**src/rtl/mul_pkg.sv**
```systemverilog
// mul_pkg: shared product/word geometry and serializer state encoding
package mul_pkg;
  localparam int PROD_W = 1142;
  localparam int WORD_W = 64;
  localparam int WORDS = (PROD_W + WORD_W - 1) / WORD_W;
  localparam logic [0:0] IDLE = 1'b0;
  localparam logic [0:0] SEND = 1'b1;
endpackage

```
**src/rtl/mul_result_serializer.sv**
```systemverilog
// mul_result_serializer: splits a wide product into WORD_W-bit words over a valid/ready stream
module mul_result_serializer #(
  parameter int PROD_W = mul_pkg::PROD_W,
  parameter int WORD_W = mul_pkg::WORD_W,
  parameter int MSW_FIRST = 0
) (
  input  logic              clk,
  input  logic              rst,
  input  logic [PROD_W-1:0] prod,
  input  logic              prod_valid,
  output logic              prod_ready,
  output logic [WORD_W-1:0] out_data,
  output logic              out_valid,
  input  logic              out_ready,
  output logic              out_last,
  output logic [4:0]        out_idx,
  output logic              overrun
);
  localparam int WORDS = (PROD_W + WORD_W - 1) / WORD_W;
  localparam int TW = WORDS * WORD_W;
  localparam logic [4:0] LAST = 5'(WORDS - 1);
  logic [0:0] state;
  logic [TW-1:0] sh;
  logic [4:0] idx;
  logic hs;
  assign prod_ready = state == mul_pkg::IDLE;
  assign out_valid = state == mul_pkg::SEND;
  assign hs = out_valid && out_ready;
  assign out_idx = idx;
  assign out_last = out_valid && idx == LAST;
  assign out_data = !out_valid ? '0 : MSW_FIRST != 0 ? sh[TW-1 -: WORD_W] : sh[WORD_W-1:0];
  // capture a product, then shift one word toward the output end per handshake
  always_ff @(posedge clk)
    if (rst) begin
      state <= mul_pkg::IDLE;
      sh <= '0;
      idx <= '0;
      overrun <= 1'b0;
    end else begin
      if (prod_valid && !prod_ready) overrun <= 1'b1;
      if (prod_valid && prod_ready) begin
        sh <= TW'(prod);
        state <= mul_pkg::SEND;
      end else if (hs) begin
        sh <= MSW_FIRST != 0 ? sh << WORD_W : sh >> WORD_W;
        idx <= out_last ? '0 : idx + 5'd1;
        if (out_last) state <= mul_pkg::IDLE;
      end
    end
endmodule

```
**config.mk**
```make
export PLATFORM = sky130hd
export DESIGN_NAME = mul_result_serializer
export DESIGN_NICKNAME = d
export VERILOG_FILES = /design/src/rtl/mul_pkg.sv /design/src/rtl/mul_result_serializer.sv
export SDC_FILE = /design/constraint.sdc
export NUM_CORES = 2
export LEC_CHECK = 0
export CAP_MARGIN = 20
export CORE_AREA = 2 2 472 474
export CTS_BUF_LIST = sky130_fd_sc_hd__clkbuf_16
export DETAILED_ROUTE_END_ITERATION = 8
export DIE_AREA = 0 0 474 476
export HOLD_SLACK_MARGIN = 0.1
export MAX_ROUTING_LAYER = met4
export SLEW_MARGIN = 20
export SYNTH_ARGS = -nofsm -noshare
export SYNTH_HDL_FRONTEND = slang
export SYNTH_SLANG_ARGS = --single-unit
```
**constraint.sdc**
```tcl
create_clock -name clk -period 3 [get_ports clk]
set_input_delay 0.45 -clock clk [delete_from_list [all_inputs] [get_ports clk]]
set_output_delay 0.45 -clock clk [all_outputs]
set_load 0.02 [all_outputs]
```
======== Yosys cells after proc, flatten, opt, wreduce, memory -nomap -nowiden ========
Index checks and enable logic that the tools add are counted.
storage, ports and cells
  memories ................................ 0
  RAM bits ................................ 0
  latch bits .............................. 0
  bits in read-only memories .............. 0
  input port bits ......................... 1,146
  register bits after elaboration ......... 1,149
  output and inout port bits .............. 73
cells by class
  multiplexer cells ....................... 7
  reduce and logical (&&, ||, !) cells .... 8
  bitwise logic cells ..................... 2
  div/mod/pow operators ................... 0
  multiply operators ...................... 0
  shift operators ......................... 0
  equal/unequal tests ..................... 1
  add/sub/neg operators ................... 1
  magnitude comparators ................... 0
operator list
  kind                                          number
  two-way mux 1142 bit                          2
  two-way mux 64 bit                            1
  adder 5 x 1 -> 5 bit (second input constant)  1
  == test 5 bit (second input constant)         1
  two-way mux 5 bit                             1
  logical AND 1 bit                             4
  AND reduction 2 bit                           2
  nonzero test 2 bit                            2
  two-way mux 1 bit                             3
  inverter 1 bit                                2

======== Logic depth before layout (Yosys ltp) ========
  depth in word-level cells ............... 5
  mapped depth ............................ 8

======== Worst setup path after synthesis ========
Ideal clock, no wire load.
  path type ............................... flip-flop to output port
  from .................................... reg state (netlist: out_valid)
  to ...................................... out out_data[25]
  slack ................................... 1.271 ns
  data arrival time ....................... 1.279 ns
  path buffers ............................ 3
  cell stages (with the launch flop) ...... 5
  path through ............................ dfxtp_1 -> buf_6 -> clkbuf_1 -> clkbuf_1 -> and2_1
between the ends
  cells in the longest elaborated chain, start to end .. 1
ends and longest elaborated chain
  item                      line                         text
  start: declaration        mul_result_serializer.sv:22  logic [0:0] state;
  start signal: assignment  mul_result_serializer.sv:35  state <= mul_pkg::IDLE;
  start signal: assignment  mul_result_serializer.sv:43  state <= mul_pkg::SEND;
  start signal: assignment  mul_result_serializer.sv:47  if (out_last) state <= mul_pkg::IDLE;
  two-way mux 64 bit        mul_result_serializer.sv:31  assign out_data = !out_valid ? '0 : MSW_FIRST != 0 ? sh[TW-1 -: WORD_W] : sh[WORD_W-1:0];
  end: declaration          mul_result_serializer.sv:12  output logic [WORD_W-1:0] out_data,
Every way passes these cells.

======== Worst setup path after layout ========
  from .................................... reg state (netlist: out_valid)
  to ...................................... out out_data[24]
Same word-level chain as after synthesis.

==> run metrics <==
status=finished, final reports clean; setup repair after global routing missed its margin=false; effective utilization at floorplan=22.1%; wire length of the first global-routing pass=357000 µm; combined global-route utilization of all metal layers=22.5%; number of distinct library cells after synthesis=25; CTS hold repair buffers=1; number of cells on the worst reg-to-reg path=6; setup clock skew after layout=0.0297 ns; count of warnings emitted by yosys=0; Synth Net Count=7525; antenna-violating nets left=0; number of placed instances, taps included=10170; die span in y=476 µm; WHS Path Cells=3; number of standard cells in the final layout excluding fillers=10506; area of the die=226000 µm²; Worst slew margin=49.2%; standby leakage power=25.9 nW; power density cells=576 nW/µm²; worst setup path class=reg2out; final count of pins violating max slew=0; area growth from synthesis to final layout=41.3%; proportion of netlist area held by the largest area contributor=47.1%; HP Class=in2reg; antenna violations before repair=107; number of design-rule violations left by the first detailed-router iteration=5125; Data required, critical path=2.55 ns; Clock H-tree levels=4; via-per-instance ratio=4.93; gr ovfl total=0; Row Count=173; slowest cell on the critical path=sky130_fd_sc_hd__clkdlybuf4s50_1; final RePlAce weighted congestion=0.972; peak clock frequency supported by timing=353 MHz; average wire per cell in the routed design=24.8 µm; most used standard cell by instance count after synthesis=sky130_fd_sc_hd__nand2_1; crit path launch type=register; cell types with the highest counts after synthesis=2285 x sky130_fd_sc_hd__nand2_1, 1149 x sky130_fd_sc_hd__dfxtp_1, 1085 x sky130_fd_sc_hd__nor2_1; Finish-stage setup viols=0; clk sink count=1149; count of maximum capacitance violations=0; maximum buffer depth of the clock tree=3; worst hold slack across all endpoints=0.227 ns; final wirelength=260000 µm; Post-synth EDFFs=0; Core Area=221000 µm²; final design instance area without fill=69000 µm²; number of gates resized after CTS=0; TritonCTS clock tree=yes; number of global-route vias before repair=49200; total count of hold-check failures in the final report=0; maximum single-stage delay on the critical path=0.64 ns; worst skew pair latency=0.76 ns; postcts setup bufs=0; number of port buffers=1218; area of the mapped netlist=48800 µm²; Final min period=2.83 ns; sequence of cells on the critical path=buf_12, and2_1, clkdlybuf4s50_1; fill count=23559; flip-flop and latch count after synthesis=1149; cell count after synthesis=6377; clock buffer count from CTS=138; count of pins on the block boundary=1219; share of layout cells above drive strength 1=5.47%; crit path capture type=primary output; Worst-Margin Slew=0.759 ns; final routed DRC violation total=0; Tcrit/Tclk final=94.3%; cell at the root of the clock tree=sky130_fd_sc_hd__clkbuf_16; fraction of synthesis flops using an asynchronous set or reset pin=0%; maximum number of pins on one net before global-route repair=114; net count reported at finish=8484; detailed placer's ending HPWL=202000 µm; via total after detailed routing=51837; top cells by area in the synthesized netlist=sky130_fd_sc_hd__dfxtp_1 47%, sky130_fd_sc_hd__a311oi_1 19%, sky130_fd_sc_hd__nand2_1 18%, sky130_fd_sc_hd__nor2_1 8.3%, sky130_fd_sc_hd__buf_2 2.5%; Yosys top cell by area=sky130_fd_sc_hd__dfxtp_1; area post-placement=64600 µm²; clock-pin slew on the worst setup and hold paths=0.06 ns; maximum vdd drop=0.000468 V; largest driver fanout on the critical path=74; register area share after synthesis=47.1%; horizontal die dimension=474 µm; iteration count of the initial detailed-routing pass=6; Setup TNS=0 ns; signal arrival time at the worst endpoint=2.38 ns; most instantiated flip-flop cell in the synthesis netlist=sky130_fd_sc_hd__dfxtp_1; synthesized area per cell=7.66 µm²
## layout make-up
type | instances | area [µm²] | area share [%]
sequential | 1149 | 23000 | 33.3
clock buffer | 140 | 3500 | 5.08
inverter | 2 | 7.51 | 0.0109
clock inverter | 106 | 728 | 1.05
antenna | 89 | 223 | 0.323
multi-input combinational | 4598 | 23000 | 33.3
timing repair buffer | 1447 | 14800 | 21.5
tap | 2975 | 3720 | 5.39
## sequential cells by signal, summed over array words and instances (netlist names)
signal	flops
out_idx	5
overrun	1
sh	1142
out_valid	1
## worst max-delay path, delay by kind of cell (launching register included)
family,cells,cell delay [ns]
buf+inv,2,0.92
flops,1,0.34
simple gates,1,0.29
## placed cells by master, fill, tap and decap left out, drive strengths merged, types with 2 or more instances in the layout
| cell type | n |
|---|---|
| diode | 89 |
| clkdlybuf4s50 | 1217 |
| clkinv | 58 |
| nand2b | 2 |
| dfxtp | 1149 |
| nand3 | 2 |
| clkbuf | 140 |
| or3 | 2 |
| and2 | 66 |
| clkinvlp | 2 |
| nand2 | 2286 |
| a311oi | 1078 |
| bufinv | 5 |
| ha | 2 |
| o21ai | 2 |
| a21oi | 67 |
| nor2 | 1085 |
| buf | 229 |
| inv | 43 |
## cells by family (layout without fill, tap and decap cells)
family                     Yosys count  in the layout  share of synthesized area [%]
adders and majority gates            2              2                         0.0512
DFF                               1149           1149                           47.1
buffers and inverters              630           1695                           5.89
xor gates and xnor gates             2              2                         0.0359
and+or+nand+nor                   3445           3445                           26.9
other                                0             89                              0
AOI/OAI and AO/OA                 1149           1149                           20.1
## power by group
part	switching (mW)	total [mW]	internal, mW
registers	1.11	17.6	16.5
logic	3.28	6.09	2.81
clock network	7.12	16.0	8.93
total	11.5	39.8	28.3
## layer usage
| metal | vias to the layer above | wire length, µm | global-route usage [%] |
|---|---|---|---|
| met4 | 0 | 10800 | 9.29 |
| met2 | 2092 | 124000 | 36.7 |
| met3 | 357 | 18200 | 4.62 |
| met1 | 25235 | 107000 | 26.9 |
| li1 | 24153 | - | - |
| met5 | - | 0 | - |
## path summary, 6_finish.rpt
kind	start	endpoint	slack, ns
setup / recovery	out_valid$_SDFFE_PP0P_	out_data[24]	0.17
hold / removal	prod[1099]	sh[1099]$_SDFFE_PP0P_	0.23
setup reg to reg	out_valid$_SDFFE_PP0P_	sh[619]$_SDFFE_PP0P_	0.85
hold reg to reg	sh[1123]$_SDFFE_PP0P_	sh[1123]$_SDFFE_PP0P_	0.45
## metrics by stage
step	total power [mW]	setup WS, ns	utilization, %
floorplan	20.3	1.27	-
global placement	24.0	0.315	29.2
detailed placement	24.0	0.305	29.2
CTS	40.1	0.0754	31.1
global route	41.3	0.0485	31.2
finish	39.8	0.170	31.2
No activity file was read; power rests on OpenSTA's default activity.
